File: src/rtl/mac_head_receiver_pkg.sv
// Shared definitions for the MAC receive path: byte-enable encodings,
// the broadcast address and the parser state codes.
package mac_head_receiver_pkg;

    localparam logic [1:0] BE_4B = 2'b00;
    localparam logic [1:0] BE_1B = 2'b01;
    localparam logic [1:0] BE_2B = 2'b10;
    localparam logic [1:0] BE_3B = 2'b11;

    localparam logic [47:0] BCAST_ADDR = 48'hFFFF_FFFF_FFFF;

    typedef enum logic [2:0] {
        ST_IDLE,
        ST_HDR1,
        ST_HDR2,
        ST_HDR3,
        ST_PAYLOAD,
        ST_DROP
    } rx_state_t;

endpackage

File: src/rtl/mac_head_receiver_realign.sv
// Payload realignment: shifts the payload up by 16 bits through a residue
// register and produces the registered pl_* stream, including the flush word.
module mac_head_receiver_realign
    import mac_head_receiver_pkg::*;
(
    input  logic        clk,
    input  logic        rst_n,
    input  logic [31:0] rx_data,
    input  logic [1:0]  rx_be,
    input  logic        rx_eof,
    input  logic        load_res,
    input  logic        tail3,
    input  logic        shift,
    output logic [31:0] pl_data,
    output logic [1:0]  pl_be,
    output logic        pl_valid,
    output logic        pl_sof,
    output logic        pl_eof,
    output logic        flush_pend
);

    logic [15:0] res;
    logic        first;
    logic [1:0]  flush_be;

    // The flush word always comes from the residue loaded by the eof word,
    // so a new frame's header words arriving meanwhile cannot disturb it.
    always_ff @(posedge clk or negedge rst_n) begin
        if (!rst_n) begin
            res        <= '0;
            first      <= 1'b0;
            flush_be   <= BE_4B;
            flush_pend <= 1'b0;
            pl_data    <= '0;
            pl_be      <= BE_4B;
            pl_valid   <= 1'b0;
            pl_sof     <= 1'b0;
            pl_eof     <= 1'b0;
        end else begin
            pl_valid   <= 1'b0;
            pl_sof     <= 1'b0;
            pl_eof     <= 1'b0;
            pl_be      <= BE_4B;
            flush_pend <= 1'b0;

            if (flush_pend) begin
                pl_valid <= 1'b1;
                pl_data  <= {res, 16'h0000};
                pl_be    <= flush_be;
                pl_eof   <= 1'b1;
            end

            if (load_res) begin
                res   <= rx_data[15:0];
                first <= 1'b1;
            end

            if (tail3) begin
                pl_valid <= 1'b1;
                pl_sof   <= 1'b1;
                pl_eof   <= 1'b1;
                if (rx_be == BE_3B) begin
                    pl_data <= {rx_data[15:8], 24'h000000};
                    pl_be   <= BE_1B;
                end else begin
                    pl_data <= {rx_data[15:0], 16'h0000};
                    pl_be   <= BE_2B;
                end
            end

            if (shift) begin
                pl_valid <= 1'b1;
                pl_data  <= {res, rx_data[31:16]};
                pl_sof   <= first;
                first    <= 1'b0;
                res      <= rx_data[15:0];
                if (rx_eof) begin
                    case (rx_be)
                        BE_1B: begin
                            pl_be  <= BE_3B;
                            pl_eof <= 1'b1;
                        end
                        BE_2B: pl_eof <= 1'b1;
                        BE_3B: begin
                            flush_pend <= 1'b1;
                            flush_be   <= BE_1B;
                        end
                        default: begin
                            flush_pend <= 1'b1;
                            flush_be   <= BE_2B;
                        end
                    endcase
                end
            end
        end
    end

endmodule

File: src/rtl/mac_head_receiver.sv
// MAC receive header parser: header capture, destination filter, drop counter.
// Define MAC_RX_MCAST_EN to also accept group (multicast) destination addresses.
module mac_head_receiver
    import mac_head_receiver_pkg::*;
#(
    parameter int DROP_CNT_W = 16,
    parameter bit PROMISC    = 1'b0
)
(
    input  logic                  clk,
    input  logic                  rst_n,
    input  logic [47:0]           own_addr,
    input  logic [31:0]           rx_data,
    input  logic [1:0]            rx_be,
    input  logic                  rx_valid,
    input  logic                  rx_sof,
    input  logic                  rx_eof,
    output logic [47:0]           hdr_dst,
    output logic [47:0]           hdr_src,
    output logic [15:0]           hdr_type,
    output logic                  hdr_valid,
    output logic [31:0]           pl_data,
    output logic [1:0]            pl_be,
    output logic                  pl_valid,
    output logic                  pl_sof,
    output logic                  pl_eof,
    output logic                  rx_busy,
    output logic                  frm_err,
    output logic [DROP_CNT_W-1:0] drop_cnt
);

    rx_state_t   state, state_nxt;
    logic        err_nxt, hdr_ok_nxt, drop_nxt;
    logic        load_res, tail3, shift;
    logic        flush_pend;
    logic        addr_ok;
    logic [47:0] dst_full;

    // The low dst half is still on rx_data during the w1 decision cycle.
    assign dst_full = {hdr_dst[47:16], rx_data[31:16]};

`ifdef MAC_RX_MCAST_EN
    assign addr_ok = (dst_full == own_addr) || (dst_full == BCAST_ADDR) || PROMISC || dst_full[40];
`else
    assign addr_ok = (dst_full == own_addr) || (dst_full == BCAST_ADDR) || PROMISC;
`endif

    assign rx_busy = (state != ST_IDLE) || flush_pend;

    always_ff @(posedge clk or negedge rst_n) begin
        if (!rst_n) state <= ST_IDLE;
        else        state <= state_nxt;
    end

    always_comb begin
        state_nxt  = state;
        err_nxt    = 1'b0;
        hdr_ok_nxt = 1'b0;
        drop_nxt   = 1'b0;
        load_res   = 1'b0;
        tail3      = 1'b0;
        shift      = 1'b0;
        if (rx_valid) begin
            if (rx_sof) begin
                err_nxt   = (state != ST_IDLE) || rx_eof;
                state_nxt = rx_eof ? ST_IDLE : ST_HDR1;
            end else begin
                case (state)
                    ST_HDR1: begin
                        if (rx_eof) begin
                            err_nxt   = 1'b1;
                            state_nxt = ST_IDLE;
                        end else if (addr_ok) begin
                            state_nxt = ST_HDR2;
                        end else begin
                            drop_nxt  = 1'b1;
                            state_nxt = ST_DROP;
                        end
                    end
                    ST_HDR2: begin
                        err_nxt   = rx_eof;
                        state_nxt = rx_eof ? ST_IDLE : ST_HDR3;
                    end
                    ST_HDR3: begin
                        if (rx_eof) begin
                            state_nxt = ST_IDLE;
                            if (rx_be == BE_1B) begin
                                err_nxt = 1'b1;
                            end else begin
                                hdr_ok_nxt = 1'b1;
                                tail3      = (rx_be != BE_2B);
                            end
                        end else begin
                            hdr_ok_nxt = 1'b1;
                            load_res   = 1'b1;
                            state_nxt  = ST_PAYLOAD;
                        end
                    end
                    ST_PAYLOAD: begin
                        shift = 1'b1;
                        if (rx_eof) state_nxt = ST_IDLE;
                    end
                    ST_DROP: begin
                        if (rx_eof) state_nxt = ST_IDLE;
                    end
                    default: state_nxt = ST_IDLE;
                endcase
            end
        end
    end

    // Header fields are captured word by word and held until the next sof.
    always_ff @(posedge clk or negedge rst_n) begin
        if (!rst_n) begin
            hdr_dst   <= '0;
            hdr_src   <= '0;
            hdr_type  <= '0;
            hdr_valid <= 1'b0;
            frm_err   <= 1'b0;
            drop_cnt  <= '0;
        end else begin
            hdr_valid <= hdr_ok_nxt;
            frm_err   <= err_nxt;
            if (drop_nxt && (drop_cnt != '1)) drop_cnt <= drop_cnt + DROP_CNT_W'(1);
            if (rx_valid) begin
                if (rx_sof) begin
                    hdr_dst[47:16] <= rx_data;
                end else begin
                    case (state)
                        ST_HDR1: begin
                            hdr_dst[15:0]  <= rx_data[31:16];
                            hdr_src[47:32] <= rx_data[15:0];
                        end
                        ST_HDR2: hdr_src[31:0] <= rx_data;
                        ST_HDR3: hdr_type <= rx_data[31:16];
                        default: ;
                    endcase
                end
            end
        end
    end

    mac_head_receiver_realign u_realign (
        .clk        (clk),
        .rst_n      (rst_n),
        .rx_data    (rx_data),
        .rx_be      (rx_be),
        .rx_eof     (rx_eof),
        .load_res   (load_res),
        .tail3      (tail3),
        .shift      (shift),
        .pl_data    (pl_data),
        .pl_be      (pl_be),
        .pl_valid   (pl_valid),
        .pl_sof     (pl_sof),
        .pl_eof     (pl_eof),
        .flush_pend (flush_pend)
    );

endmodule

File: config.mk
export PLATFORM = sky130hd
export DESIGN_NAME = mac_head_receiver
export DESIGN_NICKNAME = d
export VERILOG_FILES = /design/src/rtl/mac_head_receiver_pkg.sv /design/src/rtl/mac_head_receiver_realign.sv /design/src/rtl/mac_head_receiver.sv
export SDC_FILE = /design/constraint.sdc
export NUM_CORES = 1
export LEC_CHECK = 0
export ABC_AREA = 1
export CORE_MARGIN = 2
export CORE_UTILIZATION = 51
export DETAILED_ROUTE_END_ITERATION = 8
export PLACE_DENSITY = 0.94
export SLEW_MARGIN = 30
export SYNTH_ARGS = -nofsm -noshare
export SYNTH_HDL_FRONTEND = slang
export SYNTH_HIERARCHICAL = 1
export SYNTH_SLANG_ARGS = --single-unit
File: constraint.sdc
create_clock -name clk -period 4.7 [get_ports clk]
set_clock_uncertainty 0.2 [all_clocks]
set_input_delay 1.41 -clock clk [delete_from_list [all_inputs] [get_ports clk]]
set_output_delay 1.41 -clock clk [all_outputs]
set_load 0.01 [all_outputs]
==> impl_results.md, run 1 <==
- Post-layout utilization of the core: 0.717
- Number of vias after detailed routing: 7949
- Wire length of the first global-routing pass: 40900 microns
- Area leader, netlist: sky130_fd_sc_hd__dfrtp_1
- Number of I/O pins: 255
- Post-synth cell types: 35
- Post-synthesis async set-or-reset flop share: 1.00
- Worst hold margin: 0.273 ns
- GP Congestion: 0.913
- Proportion of synthesized chip area in sequential cells: 0.551
- Net count of the finished layout: 1354
- Filler cells: 1223
- P_leak: 0.00560 uW
- Combined global-route utilization of all metal layers: 0.294
- Endpoint class of the critical path: flop
- TritonCTS Buffers: 17
- Largest cells by area after synthesis: sky130_fd_sc_hd__dfrtp_1 (55%), sky130_fd_sc_hd__nand2_1 (16%), sky130_fd_sc_hd__o21ai_0 (7.5%)
- Remaining routing DRC violations: 0
- Master cell of the clock root buffer: sky130_fd_sc_hd__clkbuf_16
- Count of hold buffers inserted by post-cts repair: 0
- Fin. max-slew vios: 0
- Run status: complete, no violations
- Relative contribution of the clock network to total power: 0.284
- DP Area: 0.0113 sq mm
- Leading post-synthesis cells by instance count: sky130_fd_sc_hd__nand2_1 (362), sky130_fd_sc_hd__dfrtp_1 (190), sky130_fd_sc_hd__o21ai_0 (130), sky130_fd_sc_hd__inv_1 (91), sky130_fd_sc_hd__nor2_1 (47)
- Worst hold path class: reg2reg
- Number of gates resized after CTS: 0
- Min Clock Period, post-route: 3.68 ns
- Pre-CTS setup slack: 0.635 ns
- Startpoint type of the worst setup path: input pin
- Die height: 134 microns
- Final setup violation count: 0
- Peak Freq: 272 MHz
- Post-synthesis cell count: 1017
- Slew of the pin with the lowest slew margin: 0.696 ns
- Power dissipated by switching net loads: 1480 uW
- Most common flop cell mapped by yosys: sky130_fd_sc_hd__dfrtp_1
- Clock tree from TritonCTS: yes
- Area of the die: 0.0180 sq mm
- Required time at the worst-slack endpoint: 4.86 ns
- Final non-filler cell area: 0.0119 sq mm
- Maximum number of pins on one net before global-route repair: 87
- Antenna diodes: 0
- Initial cell density of the core: 0.520
- Vias in the first global route: 7804
- Die extent in x: 134 microns
- Share of the synthesized area in the top cell type: 0.551
- Starting DRC count in detailed routing: 620
- CTS Sinks: 190
- Source-to-sink clock delay at the later pin of the worst-skew pair: 0.42 ns
- Area growth from synthesis to final layout: 38.0%
- Vias per cell: 5.32
- VDD IR-drop max: 0.000253 V
- Core Footprint: 0.0166 sq mm
- Post-CTS Setup Repair Bufs: 0
- Internal power: 3360 uW
- Antenna violations before repair: 0
- Clock Path Buffers: 2
- Power density of the placed cells: 407 mW/mm^2
- Overflow left after global routing: 0
- DP Wirelength: 19000 microns
- Post-Route WL: 26100 microns
- Hold Vio Cnt, Final: 0
- Max-slew headroom: 0.536
- Share of power burned in combinational logic: 0.268
- Post-route worst setup slack: 1.02 ns
- Flops & latches, synth: 190
- Setup repair after global routing missed its margin: no
- Count of nets left with antenna violations after detail routing: 0
- Final cycle utilization of the critical path: 0.783
- Routed wirelength normalized by instance count: 17.5 microns
- Total negative slack: 0 ns
- Worst Path Max Fanout: 32
- Layout cells sized above 1: 0.0557
- Standard-cell rows: 47
- Port-buffer cells: 254
- Fraction of power spent switching nets: 0.306
- Arrival time at the worst endpoint: 3.84 ns
- Htree depth: 4
- Cell area after synthesis: 0.00862 sq mm
- Per-instance average area after synthesis: 8.48 sq um
- Classification of the worst setup path: in2reg
- Max Cap Viol: 0
- Most repeated cell in the gate-level netlist after synthesis: sky130_fd_sc_hd__nand2_1
- Warnings from Yosys: 6
- Clk slew on worst S/H paths: 0.07 ns
- Net count of the mapped netlist: 1109
- Proportion of power drawn by flip-flops and latches: 0.448
- Number of enable flip-flop cells after synthesis: 0
- First-pass DRT Iterations: 5
-- logic make-up after synthesis --
group           after synthesis  share of synthesized area
simple gates                481                      0.229
flops                       190                      0.551
compound gates              151                     0.0907
xor+xnor                     52                     0.0528
buf+inv                     138                     0.0685
fa+ha+maj                     5                    0.00725
-- critical path, cell delays in order --
cell and delay [ns]:
sky130_fd_sc_hd__clkdlybuf4s50_1 0.63, sky130_fd_sc_hd__nor2_1 0.16, sky130_fd_sc_hd__nand2_1 0.38, sky130_fd_sc_hd__nor2_1 0.08, sky130_fd_sc_hd__buf_4 0.20, sky130_fd_sc_hd__nor2_1 0.21, sky130_fd_sc_hd__nand2_4 0.19, sky130_fd_sc_hd__inv_4 0.34
sky130_fd_sc_hd__nand2_1 0.13, sky130_fd_sc_hd__nand2_1 0.10
-- cell usage in the layout (no fill, tap or decap), types with 2 or more instances in the layout --
master / instances
sky130_fd_sc_hd__a21oi_1: 13
sky130_fd_sc_hd__buf_4: 7
sky130_fd_sc_hd__clkbuf_16: 17
sky130_fd_sc_hd__clkbuf_8: 5
sky130_fd_sc_hd__clkdlybuf4s50_1: 253
sky130_fd_sc_hd__clkinv_2: 4
sky130_fd_sc_hd__clkinv_4: 2
sky130_fd_sc_hd__dfrtp_1: 190
sky130_fd_sc_hd__ha_1: 5
sky130_fd_sc_hd__inv_1: 91
sky130_fd_sc_hd__inv_2: 8
sky130_fd_sc_hd__inv_6: 5
sky130_fd_sc_hd__nand2_1: 359
sky130_fd_sc_hd__nand2_2: 5
sky130_fd_sc_hd__nand2_4: 3
sky130_fd_sc_hd__nand3_1: 40
sky130_fd_sc_hd__nand3_2: 3
sky130_fd_sc_hd__nand3b_1: 2
sky130_fd_sc_hd__nand4_1: 6
sky130_fd_sc_hd__nor2_1: 47
sky130_fd_sc_hd__nor2_2: 2
sky130_fd_sc_hd__nor2_4: 2
sky130_fd_sc_hd__nor3_1: 7
sky130_fd_sc_hd__nor4_1: 2
sky130_fd_sc_hd__o211ai_1: 2
sky130_fd_sc_hd__o21ai_0: 130
sky130_fd_sc_hd__o21ai_1: 3
sky130_fd_sc_hd__xnor2_1: 45
sky130_fd_sc_hd__xor2_1: 7
-- layout make-up --
type                       instances  area (sq um)  share of cell area
clock buffer                      21           480              0.0404
clock inverter                    11          80.1             0.00673
inverter                         102           390              0.0328
multi-input combinational        689          3300               0.277
sequential                       190          4750               0.400
tap                              220           275              0.0231
timing repair buffer             262          2620               0.220
-- sequential cells by signal, indices dropped and copies added, names as in the netlist, 2 cells and up --
signal,flops
hdr_dst,48
hdr_src,48
u_realign/pl_data,32
drop_cnt,16
hdr_type,16
u_realign/res,16
state,3
u_realign/flush_be,2
u_realign/pl_be,2
-- worst paths after layout --
| kind | startpoint | to | slack (ns) | depth (start not counted) |
|---|---|---|---|---|
| worst max-delay path | rx_sof | u_realign/pl_data[27] | 1.02 | 10 |
| max in group asynchronous | rst_n | hdr_dst[15] | 2.56 | 2 |
| worst max register to register | state[1] | u_realign/pl_data[27] | 2.17 | 10 |
| worst min register to register | u_realign/pl_data[9] | u_realign/pl_data[9] | 0.27 | 2 |
| worst min-delay path | u_realign/pl_data[9] | u_realign/pl_data[9] | 0.27 | 2 |
| min in group asynchronous | rst_n | hdr_src[30] | 0.80 | 1 |
-- power by group through the flow --
stage               Combinational (uW)  Sequential [uW]  Clock, uW
finish                            1300             2170       1380
global route                      1410             2200       1460
CTS                               1310             2170       1390
detailed placement                1300             2190          0
global placement                  1250             2180          0
floorplan                          407             2260          0
-- per-layer routing --
metal / vias to the layer above / share of wire / track usage / wire length, microns
met3: 66 / 0.087 / 0.0680 / 2260
met2: 407 / 0.49 / 0.500 / 12800
met4: 0 / 0.035 / 0.120 / 907
met1: 3788 / 0.39 / 0.364 / 10100
met5: - / 0 / 0 / 0
li1: 3688 / - / - / -
-- through the flow --
| stage | total power [uW] | cells |
|---|---|---|
| after floorplan | 2670 | 1017 |
| after global placement | 3420 | 1463 |
| after detailed placement | 3480 | 1463 |
| after CTS | 4860 | 1495 |
| after global routing | 5070 | 1495 |
| final | 4840 | 1495 |
Note: power is estimated with default switching activity, not from simulation.
==> inputs of run 2 (changes only) <==
CORE_UTILIZATION = 43   (was 51)
PLACE_DENSITY = 0.86   (was 0.94)
clock period = 3.3 ns   (was 4.7 ns; I/O delays follow)
==> impl_results.md, run 2 (synthesis gave the netlist of run 1 again) <==
- Core Footprint: 0.0196 sq mm (+18%)
- Fin. max-slew vios: 0 (unchanged)
- Remaining routing DRC violations: 0 (unchanged)
- CTS Sinks: 190 (unchanged)
- Htree depth: 4 (unchanged)
- Endpoint of the most critical register-to-register path: drop_cnt[2]
- TritonCTS Buffers: 17 (unchanged)
- Hold path cells: 2 (unchanged)
- Port-buffer cells: 254 (unchanged)
- Commonest non-fill, non-tap cells in the layout: sky130_fd_sc_hd__nand2_1 (359), sky130_fd_sc_hd__clkdlybuf4s50_1 (253), sky130_fd_sc_hd__dfrtp_1 (190)
- Largest regs: hdr_dst x48, hdr_src x48, u_realign/pl_data x32
- Required time at the worst-slack endpoint: 2.11 ns (-2.75 ns)
- Routed wirelength normalized by instance count: 17.1 microns (-1.9%)
- Max Cap Viol: 0 (unchanged)
- Arrival time at the worst endpoint: 1.68 ns (-2.16 ns)
- Pre-CTS setup slack: 0.0550 ns (-0.580 ns)
- Post-Route WL: 26500 microns (+1.4%)
- Area growth from synthesis to final layout: 39.6%
- Clk slew on worst S/H paths: 0.07 ns (about the same)
- Clock tree from TritonCTS: yes
- Min Clock Period, post-route: 2.87 ns
- Antenna violations before repair: 0 (unchanged)
- Number of vias after detailed routing: 7822 (-1.6%)
- Vias in the first global route: 7868 (+0.82%)
- Die height: 146 microns (+8.6%)
- P_leak: 0.00564 uW (+0.65%)
- Master cell of the clock root buffer: sky130_fd_sc_hd__clkbuf_16
- First-pass DRT Iterations: 5 (unchanged)
- Total negative slack: 0 ns (unchanged)
- Wire length of the first global-routing pass: 42200 microns (+3.1%)
- Antenna diodes: 0 (unchanged)
- Reg-to-reg startpoint: hdr_dst[20]
- Die extent in x: 146 microns (+8.6%)
- Final non-filler cell area: 0.0120 sq mm (+1.2%)
- Peak Freq: 348 MHz
- Vias per cell: 5.06 (-4.8%)
- Layout cells sized above 1: 0.0594 (+0.00369)
- GP Congestion: 0.965 (+5.6%)
- Post-CTS Setup Repair Bufs: 0 (unchanged)
- Final setup violation count: 0 (unchanged)
- Max-slew headroom: 0.561 (+0.0248)
- Worst Path Max Fanout: 6 (-81%)
- Standard-cell rows: 51 (+8.5%)
- Endpoint, Worst Hold: u_realign/pl_data[9]
- Multi-input logic area: 0.00329 sq mm (-0.15%)
- Number of I/O pins: 255 (unchanged)
- Power density of the placed cells: 575 mW/mm^2 (+41%)
- Area of the die: 0.0212 sq mm (+18%)
- Net count of the finished layout: 1360 (+0.44%)
- Number of gates resized after CTS: 0 (unchanged)
- First element of the critical path: state[0]
- Count of hold buffers inserted by post-cts repair: 0 (unchanged)
- Initial cell density of the core: 0.440 (-0.0798)
- VDD IR-drop max: 0.000359 V (+42%)
- Reg-to-reg slack, setup: 1.11 ns (-1.06 ns)
- Startpoint type of the worst setup path: flop
- Setup repair after global routing missed its margin: no
- Most common cell after layout, fill and taps aside: sky130_fd_sc_hd__nand2_1
- Starting DRC count in detailed routing: 467 (-25%)
- Source-to-sink clock delay at the later pin of the worst-skew pair: 0.43 ns (about the same)
- Post-route worst setup slack: 0.426 ns (-0.593 ns)
- Count of nets left with antenna violations after detail routing: 0 (unchanged)
- Combined global-route utilization of all metal layers: 0.251 (-0.0432)
- DP Area: 0.0115 sq mm (+1.2%)
- Hold Vio Cnt, Final: 0 (unchanged)
- Clock Path Buffers: 2 (unchanged)
- Overflow left after global routing: 0 (unchanged)
- Worst hold margin: 0.276 ns (+0.00285 ns)
- Worst hold path class: reg2reg
- Filler cells: 1634 (+34%)
- Slew of the pin with the lowest slew margin: 0.659 ns (-0.0371 ns)
- Final cycle utilization of the critical path: 0.871
- Run status: complete, no violations
- Post-layout utilization of the core: 0.614 (-0.103)
- Sequential cell area: 0.00475 sq mm (unchanged)
- Endpoint class of the critical path: output port
- Maximum number of pins on one net before global-route repair: 65 (-25%)
- DP Wirelength: 19400 microns (+2.1%)
- Worst reg-to-reg path cell count: 8 (-2)
- Classification of the worst setup path: reg2out
- Min-Delay Startpoint: u_realign/pl_data[9]
-- run 2: report_power, final --
group / total (uW) / internal [uW] / switching (uW)
logic: 1840 / 988 / 856
clock network: 1990 / 1020 / 973
registers: 3080 / 2750 / 331
-- run 2: worst max path at each step --
stage	cells after the start	end
2_1_floorplan	11	u_realign/pl_data[16]
3_3_place_gp	10	drop_cnt[6]
3_5_place_dp	9	drop_cnt[0]
4_1_cts	3	rx_busy
5_1_grt	10	drop_cnt[2]
6_report	3	rx_busy
-- run 2: cell type report --
type,instances,area share
multi-input combinational,689,0.273
timing repair buffer,268,0.224
clock buffer,18,0.0365
sequential,190,0.395
clock inverter,13,0.0106
inverter,102,0.0324
tap,265,0.0275
-- run 2: worst max-delay path, cell delays in order (launching register included) --
cell                              delay (ns)
sky130_fd_sc_hd__dfrtp_1                0.48
sky130_fd_sc_hd__inv_1                  0.13
sky130_fd_sc_hd__nand3b_1               0.11
sky130_fd_sc_hd__clkdlybuf4s50_1        0.55
-- run 2: through the flow --
step / instances / power [uW]
after CTS: 1545 / 6960
after global placement: 1514 / 4900
final: 1545 / 6920
after detailed placement: 1514 / 4960
after floorplan: 1017 / 3800
after global routing: 1545 / 7250
-- run 2: per-layer routing --
layer,GRT usage,part of all wire,vias to the layer above
met3,0.0665,0.083,55
met5,0,0,-
met2,0.419,0.48,365
li1,-,-,3694
met1,0.313,0.41,3708
met4,0.0975,0.028,0
==> inputs of run 3 (changes only) <==
CELL_PAD_IN_SITES_DETAIL_PLACEMENT = 0   (was unset)
CELL_PAD_IN_SITES_GLOBAL_PLACEMENT = 1   (was unset)
CORE_ASPECT_RATIO = 0.9   (was unset)
CORE_UTILIZATION = 31   (was 43)
PLACE_DENSITY = 0.85   (was 0.86)
==> impl_results.md, run 3 (synthesis gave the netlist of run 1 again) <==
- Run status: complete, no violations
- Wire length of the first global-routing pass: 44000 microns (+4.4%)
- Starting DRC count in detailed routing: 482 (+3.2%)
- Min-Delay Startpoint: u_realign/pl_data[5]
- DP Wirelength: 20500 microns (+5.4%)
- Arrival time at the worst endpoint: 1.70 ns (+0.02 ns)
- Slew of the pin with the lowest slew margin: 0.680 ns (+0.0211 ns)
- Worst reg-to-reg path cell count: 8 (unchanged)
- Antenna violations before repair: 0 (unchanged)
- GP Congestion: 0.819 (-15%)
- TritonCTS Buffers: 17 (unchanged)
- Max Cap Viol: 0 (unchanged)
- Peak Freq: 346 MHz (-0.50%)
- Worst hold path class: reg2reg
- Clock tree from TritonCTS: yes
- Classification of the worst setup path: reg2out
- Count of hold buffers inserted by post-cts repair: 0 (unchanged)
- Vias in the first global route: 7733 (-1.7%)
- Most common cell after layout, fill and taps aside: sky130_fd_sc_hd__nand2_1
- Number of gates resized after CTS: 0 (unchanged)
- Total negative slack: 0 ns (unchanged)
- Core Footprint: 0.0272 sq mm (+39%)
- Largest regs: hdr_dst x48, hdr_src x48, u_realign/pl_data x32
- Final setup violation count: 0 (unchanged)
- Endpoint of the most critical register-to-register path: drop_cnt[2]
- Combined global-route utilization of all metal layers: 0.194 (-0.0567)
- Die height: 162 microns (+11%)
- Endpoint, Worst Hold: u_realign/pl_data[5]
- Die extent in x: 180 microns (+23%)
- Number of I/O pins: 255 (unchanged)
- Source-to-sink clock delay at the later pin of the worst-skew pair: 0.43 ns (about the same)
- Reg-to-reg slack, setup: 0.95 ns (-0.16 ns)
- Commonest non-fill, non-tap cells in the layout: sky130_fd_sc_hd__nand2_1 (359), sky130_fd_sc_hd__clkdlybuf4s50_1 (253), sky130_fd_sc_hd__dfrtp_1 (190)
- Hold Vio Cnt, Final: 0 (unchanged)
- Layout cells sized above 1: 0.0638 (+0.00439)
- Max-slew headroom: 0.547 (-0.0141)
- First-pass DRT Iterations: 5 (unchanged)
- Worst hold margin: 0.275 ns (-0.00121 ns)
- Post-CTS Setup Repair Bufs: 0 (unchanged)
- Routed wirelength normalized by instance count: 16.8 microns (-1.8%)
- Master cell of the clock root buffer: sky130_fd_sc_hd__clkbuf_16
- Pre-CTS setup slack: -0.0150 ns (-0.0700 ns)
- Initial cell density of the core: 0.317 (-0.123)
- Overflow left after global routing: 0 (unchanged)
- Port-buffer cells: 254 (unchanged)
- Standard-cell rows: 57 (+12%)
- Required time at the worst-slack endpoint: 2.11 ns (about the same)
- Number of vias after detailed routing: 7535 (-3.7%)
- Final non-filler cell area: 0.0123 sq mm (+1.8%)
- Post-placement cell count: 1608 (+6.2%)
- Final cycle utilization of the critical path: 0.875 (+0.00441)
- Antenna diodes: 0 (unchanged)
- Clock Path Buffers: 2 (unchanged)
- Min Clock Period, post-route: 2.89 ns (+0.0145 ns)
- Maximum number of pins on one net before global-route repair: 67 (+3.1%)
- Count of nets left with antenna violations after detail routing: 0 (unchanged)
- Fin. max-slew vios: 0 (unchanged)
- Worst Path Max Fanout: 6 (unchanged)
- Endpoint class of the critical path: output port
- Vias per cell: 4.59 (-9.2%)
- Setup repair after global routing missed its margin: no
- Post-route worst setup slack: 0.412 ns (-0.0145 ns)
- Htree depth: 4 (unchanged)
- Reg-to-reg startpoint: hdr_dst[21]
- Remaining routing DRC violations: 0 (unchanged)
- Net count of the finished layout: 1365 (+0.37%)
- DP Area: 0.0116 sq mm (+1.3%)
- Post-Route WL: 27600 microns (+4.3%)
- Cell Count, Final, Fillers Out: 1640 (+6.1%)
- P_leak: 0.00569 uW (+0.96%)
- CTS Sinks: 190 (unchanged)
- Area of the die: 0.0292 sq mm (+38%)
- VDD IR-drop max: 0.000324 V (-9.7%)
- Area growth from synthesis to final layout: 42.1%
- Startpoint type of the worst setup path: flop
- Power density of the placed cells: 580 mW/mm^2 (+0.94%)
- Clk slew on worst S/H paths: 0.07 ns (about the same)
- Hold path cells: 2 (unchanged)
-- run 3: final cells by class --
cell class	count	area, sq um
Multi-Input combinational cell	689	3290
Clock inverter	14	193
Timing Repair Buffer	273	2740
Fill cell	2633	14900
Inverter	102	390
Sequential cell	190	4750
Clock buffer	18	439
Tap cell	354	443
-- run 3: worst max path at each step --
| stage | start | endpoint | depth (start not counted) |
|---|---|---|---|
| 2_1_floorplan | rx_valid | u_realign/pl_data[16] | 11 |
| 3_3_place_gp | rx_data[30] | drop_cnt[0] | 8 |
| 6_report | state[0] | rx_busy | 3 |
| 5_1_grt | state[0] | rx_busy | 3 |
| 4_1_cts | state[0] | rx_busy | 3 |
| 3_5_place_dp | rx_data[30] | drop_cnt[2] | 9 |
-- run 3: per-stage QoR --
step	utilization	total power [uW]
2_1_floorplan	-	3800
3_3_place_gp	0.428	4930
3_5_place_dp	0.428	4960
4_1_cts	0.451	7210
5_1_grt	0.451	7520
6_report	0.451	7110
-- run 3: where the power goes --
group	leakage, uW	internal, uW	total (uW)	switching [uW]
registers	0.00246	2750	3060	309
logic	0.00292	993	1840	851
clock network	0.000311	1190	2200	1010
total	0.00569	4930	7110	2170
-- run 3: metal layers --
metal,routed length [microns],share of wire,global-route usage,up-vias
met4,237,0.0086,0.0429,0
met2,12700,0.46,0.316,288
met3,2260,0.082,0.0554,14
li1,-,-,-,3702
met1,12400,0.45,0.258,3531
met5,0,0,0,-
-- run 3: worst max-delay path, stage by stage, from the launching register on --
cell	delay, ns
sky130_fd_sc_hd__dfrtp_1	0.47
sky130_fd_sc_hd__inv_1	0.13
sky130_fd_sc_hd__nand3b_1	0.12
sky130_fd_sc_hd__clkdlybuf4s50_1	0.54
